[config.mk]
export PLATFORM = sky130hd
export DESIGN_NAME = drive_scheduler
export DESIGN_NICKNAME = d
export VERILOG_FILES = /design/src/rtl/drive_pkg.sv /design/src/rtl/wheel_ramp_ctrl.sv /design/src/rtl/drive_scheduler.sv
export SDC_FILE = /design/constraint.sdc
export NUM_CORES = 1
export LEC_CHECK = 0
export CAP_MARGIN = 20
export CORE_ASPECT_RATIO = 0.5
export CORE_MARGIN = 2
export CORE_UTILIZATION = 39
export CTS_CLUSTER_SIZE = 12
export DETAILED_ROUTE_END_ITERATION = 12
export RECOVER_POWER = 100
export SETUP_SLACK_MARGIN = 0.15
export SLEW_MARGIN = 20
export SYNTH_ARGS = -nofsm -noshare
export SYNTH_HDL_FRONTEND = slang
export SYNTH_SLANG_ARGS = --single-unit
[constraint.sdc]
create_clock -name CLK -period 13 [get_ports CLK]
set_input_delay 1.95 -clock CLK [delete_from_list [all_inputs] [get_ports CLK]]
set_output_delay 1.95 -clock CLK [all_outputs]
set_load 0.1 [all_outputs]
[src/rtl/drive_pkg.sv]
// -----------------------------------------------------------------------------
// drive_pkg
// Shared types and helpers for the drive scheduler:
//   - motion command codes issued by the command sources
//   - per-wheel direction request and wheel controller state encodings
//   - grant encoding used by the priority arbiter
//   - ramp_step(): one saturating ramp step of the current speed toward a goal
// -----------------------------------------------------------------------------
package drive_pkg;

  typedef enum logic [2:0] {
    CMD_STOP   = 3'd0,
    CMD_FWD    = 3'd1,
    CMD_BACK   = 3'd2,
    CMD_LEFT   = 3'd3,
    CMD_RIGHT  = 3'd4,
    CMD_SPIN_L = 3'd5,
    CMD_SPIN_R = 3'd6,
    CMD_RSVD   = 3'd7
  } cmd_e;

  typedef enum logic [1:0] {
    DIR_NONE = 2'd0,
    DIR_FWD  = 2'd1,
    DIR_REV  = 2'd2
  } dir_e;

  typedef enum logic [1:0] {
    ST_IDLE  = 2'd0,
    ST_RUN   = 2'd1,
    ST_DECEL = 2'd2,
    ST_DEAD  = 2'd3
  } wheel_state_e;

  localparam logic [1:0] GRANT_OBS  = 2'd0;
  localparam logic [1:0] GRANT_BT   = 2'd1;
  localparam logic [1:0] GRANT_AU   = 2'd2;
  localparam logic [1:0] GRANT_NONE = 2'd3;

  // Move cur toward goal by step. The sum is formed in 9 bits so that a large
  // step near 255 cannot wrap; both directions land exactly on goal.
  function automatic logic [7:0] ramp_step(input logic [7:0] cur,
                                           input logic [7:0] goal,
                                           input logic [7:0] step);
    logic [8:0] sum;
    logic [8:0] gap;
    logic [7:0] res;
    sum = {1'b0, cur} + {1'b0, step};
    gap = 9'd0;
    if (cur < goal) begin
      res = (sum > {1'b0, goal}) ? goal : sum[7:0];
    end else if (cur > goal) begin
      gap = {1'b0, cur} - {1'b0, goal};
      res = (gap <= {1'b0, step}) ? goal : (cur - step);
    end else begin
      res = cur;
    end
    return res;
  endfunction

endpackage

[src/rtl/wheel_ramp_ctrl.sv]
// -----------------------------------------------------------------------------
// wheel_ramp_ctrl
// One wheel's sequencer: IDLE -> RUN -> DECEL -> DEAD, speed ramping on the
// shared tick, and a dead period with both enables low before any reversal.
// Ports:
//   clk_i, rst_ni   : clock, asynchronous active-low reset
//   estop_i         : forces IDLE with zero speed at the next edge
//   tick_i          : ramp tick shared by both wheels
//   dir_i, target_i : requested direction and target speed
//   en_dir1_o/en_dir2_o/speed_o : registered forward/reverse enables and duty
//   busy_o          : registered, high while the wheel is not IDLE
// -----------------------------------------------------------------------------
module wheel_ramp_ctrl
  import drive_pkg::*;
#(
  parameter int unsigned RAMP_STEP = 8,
  parameter int unsigned DEAD_CYC  = 50
) (
  input  logic       clk_i,
  input  logic       rst_ni,
  input  logic       estop_i,
  input  logic       tick_i,
  input  dir_e       dir_i,
  input  logic [7:0] target_i,
  output logic       en_dir1_o,
  output logic       en_dir2_o,
  output logic [7:0] speed_o,
  output logic       busy_o
);

  localparam int unsigned DW = (DEAD_CYC > 1) ? $clog2(DEAD_CYC) : 1;
  localparam logic [DW-1:0] DEAD_LAST = DW'(DEAD_CYC - 1);
  localparam logic [7:0]    STEP8     = 8'(RAMP_STEP);

  wheel_state_e  state_q, state_d;
  dir_e          act_dir_q, act_dir_d;
  logic [DW-1:0] dead_cnt_q, dead_cnt_d;
  logic [7:0]    cur_q, cur_d;
  logic [7:0]    goal_s;
  logic          en1_q, en1_d;
  logic          en2_q, en2_d;
  logic [7:0]    speed_q, speed_d;
  logic          busy_q, busy_d;

  // State register, counters and registered outputs
  always_ff @(posedge clk_i or negedge rst_ni) begin
    if (!rst_ni) begin
      state_q    <= ST_IDLE;
      act_dir_q  <= DIR_NONE;
      dead_cnt_q <= '0;
      cur_q      <= 8'd0;
      en1_q      <= 1'b0;
      en2_q      <= 1'b0;
      speed_q    <= 8'd0;
      busy_q     <= 1'b0;
    end else begin
      state_q    <= state_d;
      act_dir_q  <= act_dir_d;
      dead_cnt_q <= dead_cnt_d;
      cur_q      <= cur_d;
      en1_q      <= en1_d;
      en2_q      <= en2_d;
      speed_q    <= speed_d;
      busy_q     <= busy_d;
    end
  end

  // Next-state, dead counter and ramp; the ramp uses the goal of the new state
  always_comb begin
    state_d    = state_q;
    act_dir_d  = act_dir_q;
    dead_cnt_d = dead_cnt_q;
    cur_d      = cur_q;
    goal_s     = 8'd0;
    if (estop_i) begin
      state_d    = ST_IDLE;
      act_dir_d  = DIR_NONE;
      dead_cnt_d = '0;
      cur_d      = 8'd0;
    end else begin
      case (state_q)
        ST_IDLE: begin
          if (dir_i != DIR_NONE) begin
            state_d   = ST_RUN;
            act_dir_d = dir_i;
          end else begin
            state_d   = ST_IDLE;
          end
        end
        ST_RUN: begin
          if (dir_i != act_dir_q) begin
            state_d = ST_DECEL;
          end else begin
            state_d = ST_RUN;
          end
        end
        ST_DECEL: begin
          if (dir_i == act_dir_q) begin
            state_d = ST_RUN;
          end else if (cur_q == 8'd0) begin
            state_d    = ST_DEAD;
            dead_cnt_d = '0;
          end else begin
            state_d = ST_DECEL;
          end
        end
        ST_DEAD: begin
          if (dead_cnt_q == DEAD_LAST) begin
            dead_cnt_d = '0;
            if (dir_i == DIR_NONE) begin
              state_d   = ST_IDLE;
              act_dir_d = DIR_NONE;
            end else begin
              state_d   = ST_RUN;
              act_dir_d = dir_i;
            end
          end else begin
            dead_cnt_d = dead_cnt_q + DW'(1);
          end
        end
        default: begin
          state_d   = ST_IDLE;
          act_dir_d = DIR_NONE;
        end
      endcase

      goal_s = (state_d == ST_RUN) ? target_i : 8'd0;
      if ((state_d == ST_IDLE) || (state_d == ST_DEAD)) begin
        cur_d = 8'd0;
      end else if (tick_i) begin
        cur_d = ramp_step(cur_q, goal_s, STEP8);
      end else begin
        cur_d = cur_q;
      end
    end
  end

  // Output decode from the next state; only one enable can follow act_dir
  always_comb begin
    en1_d   = 1'b0;
    en2_d   = 1'b0;
    speed_d = cur_d;
    busy_d  = (state_d != ST_IDLE);
    case (state_d)
      ST_RUN, ST_DECEL: begin
        en1_d = (act_dir_d == DIR_FWD);
        en2_d = (act_dir_d == DIR_REV);
      end
      default: begin
        en1_d = 1'b0;
        en2_d = 1'b0;
      end
    endcase
  end

  assign en_dir1_o = en1_q;
  assign en_dir2_o = en2_q;
  assign speed_o   = speed_q;
  assign busy_o    = busy_q;

endmodule

[src/rtl/drive_scheduler.sv]
// -----------------------------------------------------------------------------
// drive_scheduler
// Fixed-priority arbiter (obstacle > Bluetooth > auto-seek), command decode to
// per-wheel direction/target, shared ramp tick, and two wheel sequencers.
// Ports:
//   CLK, RST_N                  : clock, asynchronous active-low reset
//   obs_req/obs_cmd/obs_spd     : obstacle source (highest priority)
//   obs_estop                   : level emergency stop, bypasses arbitration
//   bt_req/bt_cmd/bt_spd        : Bluetooth source
//   au_req/au_cmd/au_spd        : auto-seek source (lowest priority)
//   l_en_dir1/l_en_dir2/l_speed : left wheel forward/reverse enable and duty
//   r_en_dir1/r_en_dir2/r_speed : right wheel equivalents
//   grant                       : 0 obs, 1 bt, 2 auto, 3 none
//   busy                        : either wheel not IDLE
// -----------------------------------------------------------------------------
module drive_scheduler
  import drive_pkg::*;
#(
  parameter int unsigned RAMP_DIV  = 1000,
  parameter int unsigned RAMP_STEP = 8,
  parameter int unsigned DEAD_CYC  = 50
) (
  input  logic       CLK,
  input  logic       RST_N,
  input  logic       obs_req,
  input  logic [2:0] obs_cmd,
  input  logic [7:0] obs_spd,
  input  logic       obs_estop,
  input  logic       bt_req,
  input  logic [2:0] bt_cmd,
  input  logic [7:0] bt_spd,
  input  logic       au_req,
  input  logic [2:0] au_cmd,
  input  logic [7:0] au_spd,
  output logic       l_en_dir1,
  output logic       l_en_dir2,
  output logic [7:0] l_speed,
  output logic       r_en_dir1,
  output logic       r_en_dir2,
  output logic [7:0] r_speed,
  output logic [1:0] grant,
  output logic       busy
);

  localparam int unsigned TW = (RAMP_DIV > 1) ? $clog2(RAMP_DIV) : 1;
  localparam logic [TW-1:0] TICK_LAST = TW'(RAMP_DIV - 1);

  logic [1:0]    grant_q, grant_d;
  cmd_e          sel_cmd_q, sel_cmd_d;
  logic [7:0]    sel_spd_q, sel_spd_d;
  logic [TW-1:0] tick_cnt_q, tick_cnt_d;
  logic          tick_s;
  dir_e          l_dir_s, r_dir_s;
  logic [7:0]    l_tgt_s, r_tgt_s;
  logic          l_busy_s, r_busy_s;

  // Arbiter and ramp-tick registers
  always_ff @(posedge CLK or negedge RST_N) begin
    if (!RST_N) begin
      grant_q    <= GRANT_NONE;
      sel_cmd_q  <= CMD_STOP;
      sel_spd_q  <= 8'd0;
      tick_cnt_q <= '0;
    end else begin
      grant_q    <= grant_d;
      sel_cmd_q  <= sel_cmd_d;
      sel_spd_q  <= sel_spd_d;
      tick_cnt_q <= tick_cnt_d;
    end
  end

  // Fixed-priority selection, re-evaluated every cycle with no lock
  always_comb begin
    grant_d   = GRANT_NONE;
    sel_cmd_d = CMD_STOP;
    sel_spd_d = 8'd0;
    if (obs_req) begin
      grant_d   = GRANT_OBS;
      sel_cmd_d = cmd_e'(obs_cmd);
      sel_spd_d = obs_spd;
    end else if (bt_req) begin
      grant_d   = GRANT_BT;
      sel_cmd_d = cmd_e'(bt_cmd);
      sel_spd_d = bt_spd;
    end else if (au_req) begin
      grant_d   = GRANT_AU;
      sel_cmd_d = cmd_e'(au_cmd);
      sel_spd_d = au_spd;
    end else begin
      grant_d   = GRANT_NONE;
      sel_cmd_d = CMD_STOP;
      sel_spd_d = 8'd0;
    end
  end

  // Free-running tick counter; tick is the terminal count
  always_comb begin
    tick_s = (tick_cnt_q == TICK_LAST);
    if (tick_s) begin
      tick_cnt_d = '0;
    end else begin
      tick_cnt_d = tick_cnt_q + TW'(1);
    end
  end

  // Command to per-wheel direction; an idle wheel gets a zero target
  always_comb begin
    l_dir_s = DIR_NONE;
    r_dir_s = DIR_NONE;
    case (sel_cmd_q)
      CMD_STOP:   begin l_dir_s = DIR_NONE; r_dir_s = DIR_NONE; end
      CMD_FWD:    begin l_dir_s = DIR_FWD;  r_dir_s = DIR_FWD;  end
      CMD_BACK:   begin l_dir_s = DIR_REV;  r_dir_s = DIR_REV;  end
      CMD_LEFT:   begin l_dir_s = DIR_NONE; r_dir_s = DIR_FWD;  end
      CMD_RIGHT:  begin l_dir_s = DIR_FWD;  r_dir_s = DIR_NONE; end
      CMD_SPIN_L: begin l_dir_s = DIR_REV;  r_dir_s = DIR_FWD;  end
      CMD_SPIN_R: begin l_dir_s = DIR_FWD;  r_dir_s = DIR_REV;  end
      default:    begin l_dir_s = DIR_NONE; r_dir_s = DIR_NONE; end
    endcase
    l_tgt_s = (l_dir_s != DIR_NONE) ? sel_spd_q : 8'd0;
    r_tgt_s = (r_dir_s != DIR_NONE) ? sel_spd_q : 8'd0;
  end

  wheel_ramp_ctrl #(
    .RAMP_STEP (RAMP_STEP),
    .DEAD_CYC  (DEAD_CYC)
  ) u_left (
    .clk_i     (CLK),
    .rst_ni    (RST_N),
    .estop_i   (obs_estop),
    .tick_i    (tick_s),
    .dir_i     (l_dir_s),
    .target_i  (l_tgt_s),
    .en_dir1_o (l_en_dir1),
    .en_dir2_o (l_en_dir2),
    .speed_o   (l_speed),
    .busy_o    (l_busy_s)
  );

  wheel_ramp_ctrl #(
    .RAMP_STEP (RAMP_STEP),
    .DEAD_CYC  (DEAD_CYC)
  ) u_right (
    .clk_i     (CLK),
    .rst_ni    (RST_N),
    .estop_i   (obs_estop),
    .tick_i    (tick_s),
    .dir_i     (r_dir_s),
    .target_i  (r_tgt_s),
    .en_dir1_o (r_en_dir1),
    .en_dir2_o (r_en_dir2),
    .speed_o   (r_speed),
    .busy_o    (r_busy_s)
  );

  assign grant = grant_q;
  assign busy  = l_busy_s | r_busy_s;

endmodule

==> out/metrics.csv, run 1 <==
metric;value;unit
Die Span X;166.0;um
drt pass-1 iters;4;
Port Buf Inserts;61;
Simple-Gate Fraction of Synth Area;23.04;%
critical path fanouts, max;12;
syn_area_per_cell;8.429;sq um
starting density of the core;40.17;%
Sink Count;65;
Least-Margin Pin Slew;3491;ps
post-CTS sizing;0;
Worst-Skew Late Latency;340;ps
mux contribution to synthesized area;2.030;%
top cell type's share of synthesized area;30.81;%
overall routing resource usage;19.04;%
ranking of synthesized cells by area;dfrtp_1 (31%), ha_1 (12%), o21ai_0 (4.9%);
Post-CTS Setup Bufs;0;
worst hold-check path type;flip-flop to flip-flop;
Rows;29;
largest net degree at the start of global routing;66;
Yosys warnings;0;
post-route ant nets;0;
critical path cell sequence;xor2_1, o32a_1, o21ai_0, o21ai_0, and3_1, o22ai_1, ha_1, and2_0, nand2_1, fa_1, a21oi_1, o21bai_1, or3b_1, a221oi_1, a31oi_1, a21boi_1, a2111oi_0, a31o_1;
Synth async-reset ratio;100.0;%
Startpoint Class;flip-flop;
RSZ-0062 raised after global routing;false;
clock period minus worst slack;5454;ps
library cells used by synthesis;74;
placer's final routability congestion estimate;0.9348;
Compound-Gate Fraction of Synth Area;22.55;%
Synth Flop Type;dfrtp_1;
DR iter-0 viols;322;
# setup viols final;0;
register area share after synthesis;31.84;%
setup_tns;0;ps
max cap viols;1;
CP max stage cell;dfrtp_1;
CTS Root Cell;clkbuf_16;
most used cell, CP;o21ai_0;
hold buffers post-CTS;0;
NumNets Final;751;
Yosys top cell by area;dfrtp_1;
Via-to-Cell Ratio;5.474;
total grt overflow;0;
hold slack;493.2;ps
pwr/cell area;114.1;nW/um^2
critical path endpoint category;flip-flop;
critical setup path kind;flip-flop to flip-flop;
Slew Viols, Final;66;
Worst EP required;13270;ps
final hold vios;0;
Leak;2.730;nW
number of buffers created by CTS;9;
DRC;0;
fraction of layout cells with a size suffix above 1;5.397;%
io pins;62;
final worst-path cycle share;41.96;%
largest family of logic cells by synthesized area;simple AND/OR/NAND/NOR gates;
die area;14110;sq um
Area Overhead vs Synth;20.13;%
HPWL Detailed;9915;um
vias in the first global route;4386;
Worst Path Arrival;5720;ps
max frequency;0.1833;GHz
post-synthesis cell area;5116;sq um
Synth Net Count;696;
Worst VDD drop;0.07094;mV
via count;4582;
CTS tree;done;
final wirelength;13030;um
Clk pin slew, worst setup/hold paths;60;ps
Post-synth EDFFs;0;
Slew headroom;-132.8;%
post-synthesis register bit count;65;
die height;84.99;um
Largest stage delay, worst path;510;ps
XOR/XNOR share of the synthesized area;3.766;%
WL per Instance;15.57;um
clock skew;8.444;ps
Final Non-Filler Cells;837;
placed cells;821;
initial antenna violation count;0;
CP Buf/Inv Count;0;
Ant. Diodes;0;
Top Family by Delay on Critical Path;compound AO/OA/AOI/OAI gates;
clk buf depth;2;
H-tree depth;3;
Post-Syn Instances;607;
Adder-Cell Fraction of Synth Area;12.52;%
first-pass GRT wire length;21960;um
failing checks;max-capacitance violations, max-slew violations;
Core ar.;12740;sq um
status;finished with violations;
[cell type report]
class / count / area [sq um]
multi-input cells: 488 / 3232
fillers: 1229 / 6590
clock inverters: 7 / 102.6
flip-flops and latches: 65 / 1629
inverters: 34 / 127.6
well taps: 170 / 212.7
repair buffers: 64 / 616.8
clock buffers: 9 / 225.2
[registers in the layout (all words and copies together), names as in the netlist]
name                flops
u_right.en_dir2_o       1
u_left.act_dir_q        2
u_right.act_dir_q       2
u_left.state_q          2
tick_cnt_q             10
u_right.cur_q           8
u_left.busy_o           1
u_right.en_dir1_o       1
u_left.en_dir1_o        1
sel_cmd_q               3
u_right.dead_cnt_q      6
u_left.cur_q            8
u_left.dead_cnt_q       6
u_left.en_dir2_o        1
u_right.busy_o          1
u_right.state_q         2
sel_spd_q               8
grant                   2
[cells in the mapped netlist, types with 4 or more instances]
cell type   n
a21oi_1    30
nand3_1    23
or3_1       5
inv_1      34
nor4bb_1    4
dfrtp_1    63
clkbuf_1   12
xnor2_1    13
nand2_1    65
nand3b_1    4
a22oi_1    13
a211o_1     6
o211ai_1    7
nand2b_1   19
xor2_1      9
a21o_1      4
nor2b_1     8
a31oi_1     8
nor2_1     54
ha_1       48
mux2i_1     7
nand4_1     7
o21a_1      5
o21ai_0    50
a211oi_1    6
and2_1      4
nor3_1     10
a22o_1      4
and3_1     11
or2_2       7
[where the power goes]
group          switching, mW  internal (mW)  total, mW
Combinational          0.134         0.0845      0.218
Sequential           0.00855          0.210      0.219
Clock                 0.0946          0.170      0.265
[stage by stage]
stage	total power [mW]	instance area, sq um	util (%)	setup slack (ps)
finish	0.7011	6146	48.26	7546
global route	0.7445	6146	48.26	7090
CTS	0.7127	6195	48.64	7819
detailed placement	0.4440	5867	46.07	7844
global placement	0.4438	5867	46.07	7871
floorplan	0.3868	5116	-	8196
[worst paths after layout]
kind | from | to | cells after the start | slack, ps
worst max-delay path | sel_cmd_q[1] | u_left.cur_q[5] | 18 | 7550
worst min-delay path | tick_cnt_q[0] | tick_cnt_q[0] | 1 | 490
worst max register to register | sel_cmd_q[1] | u_left.cur_q[5] | 18 | 7550
worst min register to register | tick_cnt_q[0] | tick_cnt_q[0] | 1 | 490
max in group asynchronous | RST_N | tick_cnt_q[4] | 2 | 8110
min in group asynchronous | RST_N | u_left.dead_cnt_q[1] | 2 | 2890
[routing by layer]
metal	part of all wire, %	up-vias	track usage (%)
met5	0	-	0
met4	1.3	0	4.743
met1	53	2175	28.03
li1	-	2302	-
met3	3.1	16	4.058
met2	42	89	28.48
[layout by cell type, fill, tap and decap left out, types with 3 or more instances in the layout]
cell type,count
a2111oi_0,3
a211o_1,6
a211oi_1,6
a21o_1,4
a21oi_1,32
a221oi_1,4
a22o_1,4
a22oi_1,13
a31oi_1,8
and3_1,11
clkbuf_1,3
clkbuf_16,9
clkdlybuf4s50_1,34
dfrtp_1,63
dlygate4sd3_1,26
ha_1,48
inv_1,34
mux2_2,3
mux2i_1,7
nand2_1,65
nand2b_1,19
nand3_1,23
nand3b_1,4
nand4_1,7
nand4b_1,3
nor2_1,54
nor2b_1,8
nor3_1,10
nor3b_1,3
nor4_1,3
nor4bb_1,4
o211ai_1,7
o21a_1,5
o21ai_0,52
or2_2,7
or3_1,5
xnor2_1,13
xor2_1,9
[logic make-up (layout without fill, tap and decap cells)]
| family | after synthesis | after routing |
|---|---|---|
| compound gates | 170 | 170 |
| xor+xnor | 22 | 22 |
| fa+ha+maj | 50 | 50 |
| buf+inv | 54 | 114 |
| flops | 65 | 65 |
| mux | 10 | 10 |
| simple gates | 236 | 236 |
No activity file was read; power rests on OpenSTA's default activity.
==> run 2: changes to the inputs <==
Clock period 13 ns to 4.6 ns, I/O delays scaled along.
==> out/metrics.csv, run 2 (synthesis gave the netlist of run 1 again) <==
metric;value;unit
WL per Instance;15.52;um
final instance area;6691;sq um
Largest Register;tick_cnt_q;
status;finished with violations;
die height;84.99;um
clock power share;38.6;%
P_int;1.511;mW
setup_tns;0;ps
total grt overflow;0;
initial antenna violation count;0;
Startpoint Class;flip-flop;
H-tree depth;3;
combinational cell fraction of total power;34.0;%
Clk pin slew, worst setup/hold paths;60;ps
sw frac;32.52;%
post-route ant nets;0;
Leak;2.858;nW
first-pass GRT wire length;22370;um
fraction of layout cells with a size suffix above 1;17.30;%
CTS tree;done;
NumNets Final;789;
final worst-path cycle share;94.04;%
critical path fanouts, max;4;
fin util;52.54;%
worst hold-check path type;flip-flop to flip-flop;
Sink Count;65;
Worst Path Arrival;4540;ps
starting density of the core;40.17;%
Port Buf Inserts;61;
number of buffers created by CTS;9;
HPWL Detailed;10160;um
clock period minus worst slack;4326;ps
CP max stage cell;dfrtp_1;
grt peak-use layer;met2;
Largest stage delay, worst path;410;ps
Core ar.;12740;sq um
fillers;1155;
Worst VDD drop;0.1866;mV
placer's final routability congestion estimate;0.8931;
Slew Viols, Final;68;
Worst EP required;4810;ps
max frequency;0.2312;GHz
commonest non-fill, non-tap cells in the layout;nand2_1 (62), clkdlybuf4s50_1 (59), dfrtp_1 (51);
via count;4753;
critical path cell sequence;ha_1, nand4b_1, nor2_1, nor2b_1, nand2_1, and3_1, o22ai_2, ha_2, and3_1, ha_2, inv_1, fa_2, a21oi_2, o21bai_1, or3b_1, a221oi_2, nand3_1, o21ai_0, a21oi_1, a22o_1;
failing checks;max-capacitance violations, max-slew violations;
most common cell after layout, fill and taps aside;nand2_1;
met3 Use GR;3.638;%
Die Span X;166.0;um
drt pass-1 iters;4;
clock skew;9.102;ps
RSZ-0062 raised after global routing;true;
final hold vios;0;
DRC;0;
met1 Track Usage GR;28.10;%
pwr/cell area;334.6;nW/um^2
CTS Root Cell;clkbuf_16;
overall routing resource usage;19.34;%
final wirelength;13580;um
vias in the first global route;4545;
Ant. Diodes;0;
Worst-Skew Late Latency;340;ps
Switch Pwr;0.7280;mW
DR iter-0 viols;209;
largest net degree at the start of global routing;37;
hold slack;488.2;ps
Via-to-Cell Ratio;5.432;
Seq pwr share;27.5;%
Slew headroom;-32.27;%
clk buf depth;2;
R2R depth;20;
io pins;62;
max reg flops;10;
# setup viols final;0;
critical setup path kind;flip-flop to flip-flop;
met2 global-route usage;29.72;%
die area;14110;sq um
Least-Margin Pin Slew;1984;ps
Rows;29;
Post-DP Area;6080;sq um
Area Overhead vs Synth;30.79;%
max cap viols;2;
Min-Delay Path Depth;1;
critical path endpoint category;flip-flop;
## run 2: changes by cell type in the layout (fill, tap and decap cells not counted), moves of 4 or more
cell             before  now
ha_1                 48   41
a21oi_2               0    4
clkdlybuf4s50_1      34   59
ha_2                  0    5
a21oi_1              32   27
dfrtp_2               0   10
buf_4                 0   36
nor2_2                0    4
nor2_1               54   50
dlygate4sd3_1        26    1
o21ai_0              52   47
dfrtp_1              63   51
## run 2: power by group through the flow
stage	clock [mW]	combinational [mW]	sequential [mW]
3_5_place_dp	0	0.672	0.624
4_1_cts	0.887	0.691	0.614
5_1_grt	0.911	0.836	0.617
6_report	0.864	0.760	0.615
3_3_place_gp	0	0.673	0.624
2_1_floorplan	0	0.460	0.634
## run 2: worst max-delay path, delay by kind of cell (launching register included)
kind / cells / cell delay [ps]
fa+ha+maj: 4 / 970
simple gates: 8 / 1430
buf+inv: 1 / 50
flops: 1 / 410
compound gates: 7 / 1360
## run 2: stage by stage
stage / cells / total power [mW] / setup WS (ps)
2_1_floorplan: 607 / 1.094 / 146.4
3_3_place_gp: 847 / 1.297 / 5.417
3_5_place_dp: 847 / 1.296 / -138.7
4_1_cts: 863 / 2.193 / 139.8
5_1_grt: 875 / 2.364 / 39.76
6_report: 875 / 2.239 / 274.0
## run 2: timing repair
action	CTS	global route
resized for setup	10	38
hold buffers	0	0
pin swaps	0	13
buffers inserted	0	12
endpoints found under the setup margin	16	16
## run 2: cell type report
cell class / count / area, sq um / share of cell area [%]
clock buffers: 9 / 225.2 / 3.366
clock inverters: 7 / 148.9 / 2.225
inverters: 34 / 127.6 / 1.907
multi-input cells: 488 / 3423 / 51.16
flip-flops and latches: 65 / 1649 / 24.64
well taps: 170 / 212.7 / 3.179
repair buffers: 102 / 904.6 / 13.52
## run 2: worst paths after layout
check	startpoint	end	slack (ps)
worst min-delay path	tick_cnt_q[0]	tick_cnt_q[0]	490
worst min register to register	tick_cnt_q[0]	tick_cnt_q[0]	490
worst max-delay path	u_left.dead_cnt_q[0]	u_left.cur_q[1]	270
max in group asynchronous	RST_N	u_right.cur_q[5]	1030
worst max register to register	u_left.dead_cnt_q[0]	u_left.cur_q[1]	270
min in group asynchronous	RST_N	u_left.dead_cnt_q[3]	750
## run 2: layer usage
layer	wire length (um)	up-vias	part of all wire, %
met1	6902	2260	51
li1	-	2386	-
met4	222	0	1.6
met5	0	-	0
met3	543	21	4.0
met2	5914	86	44
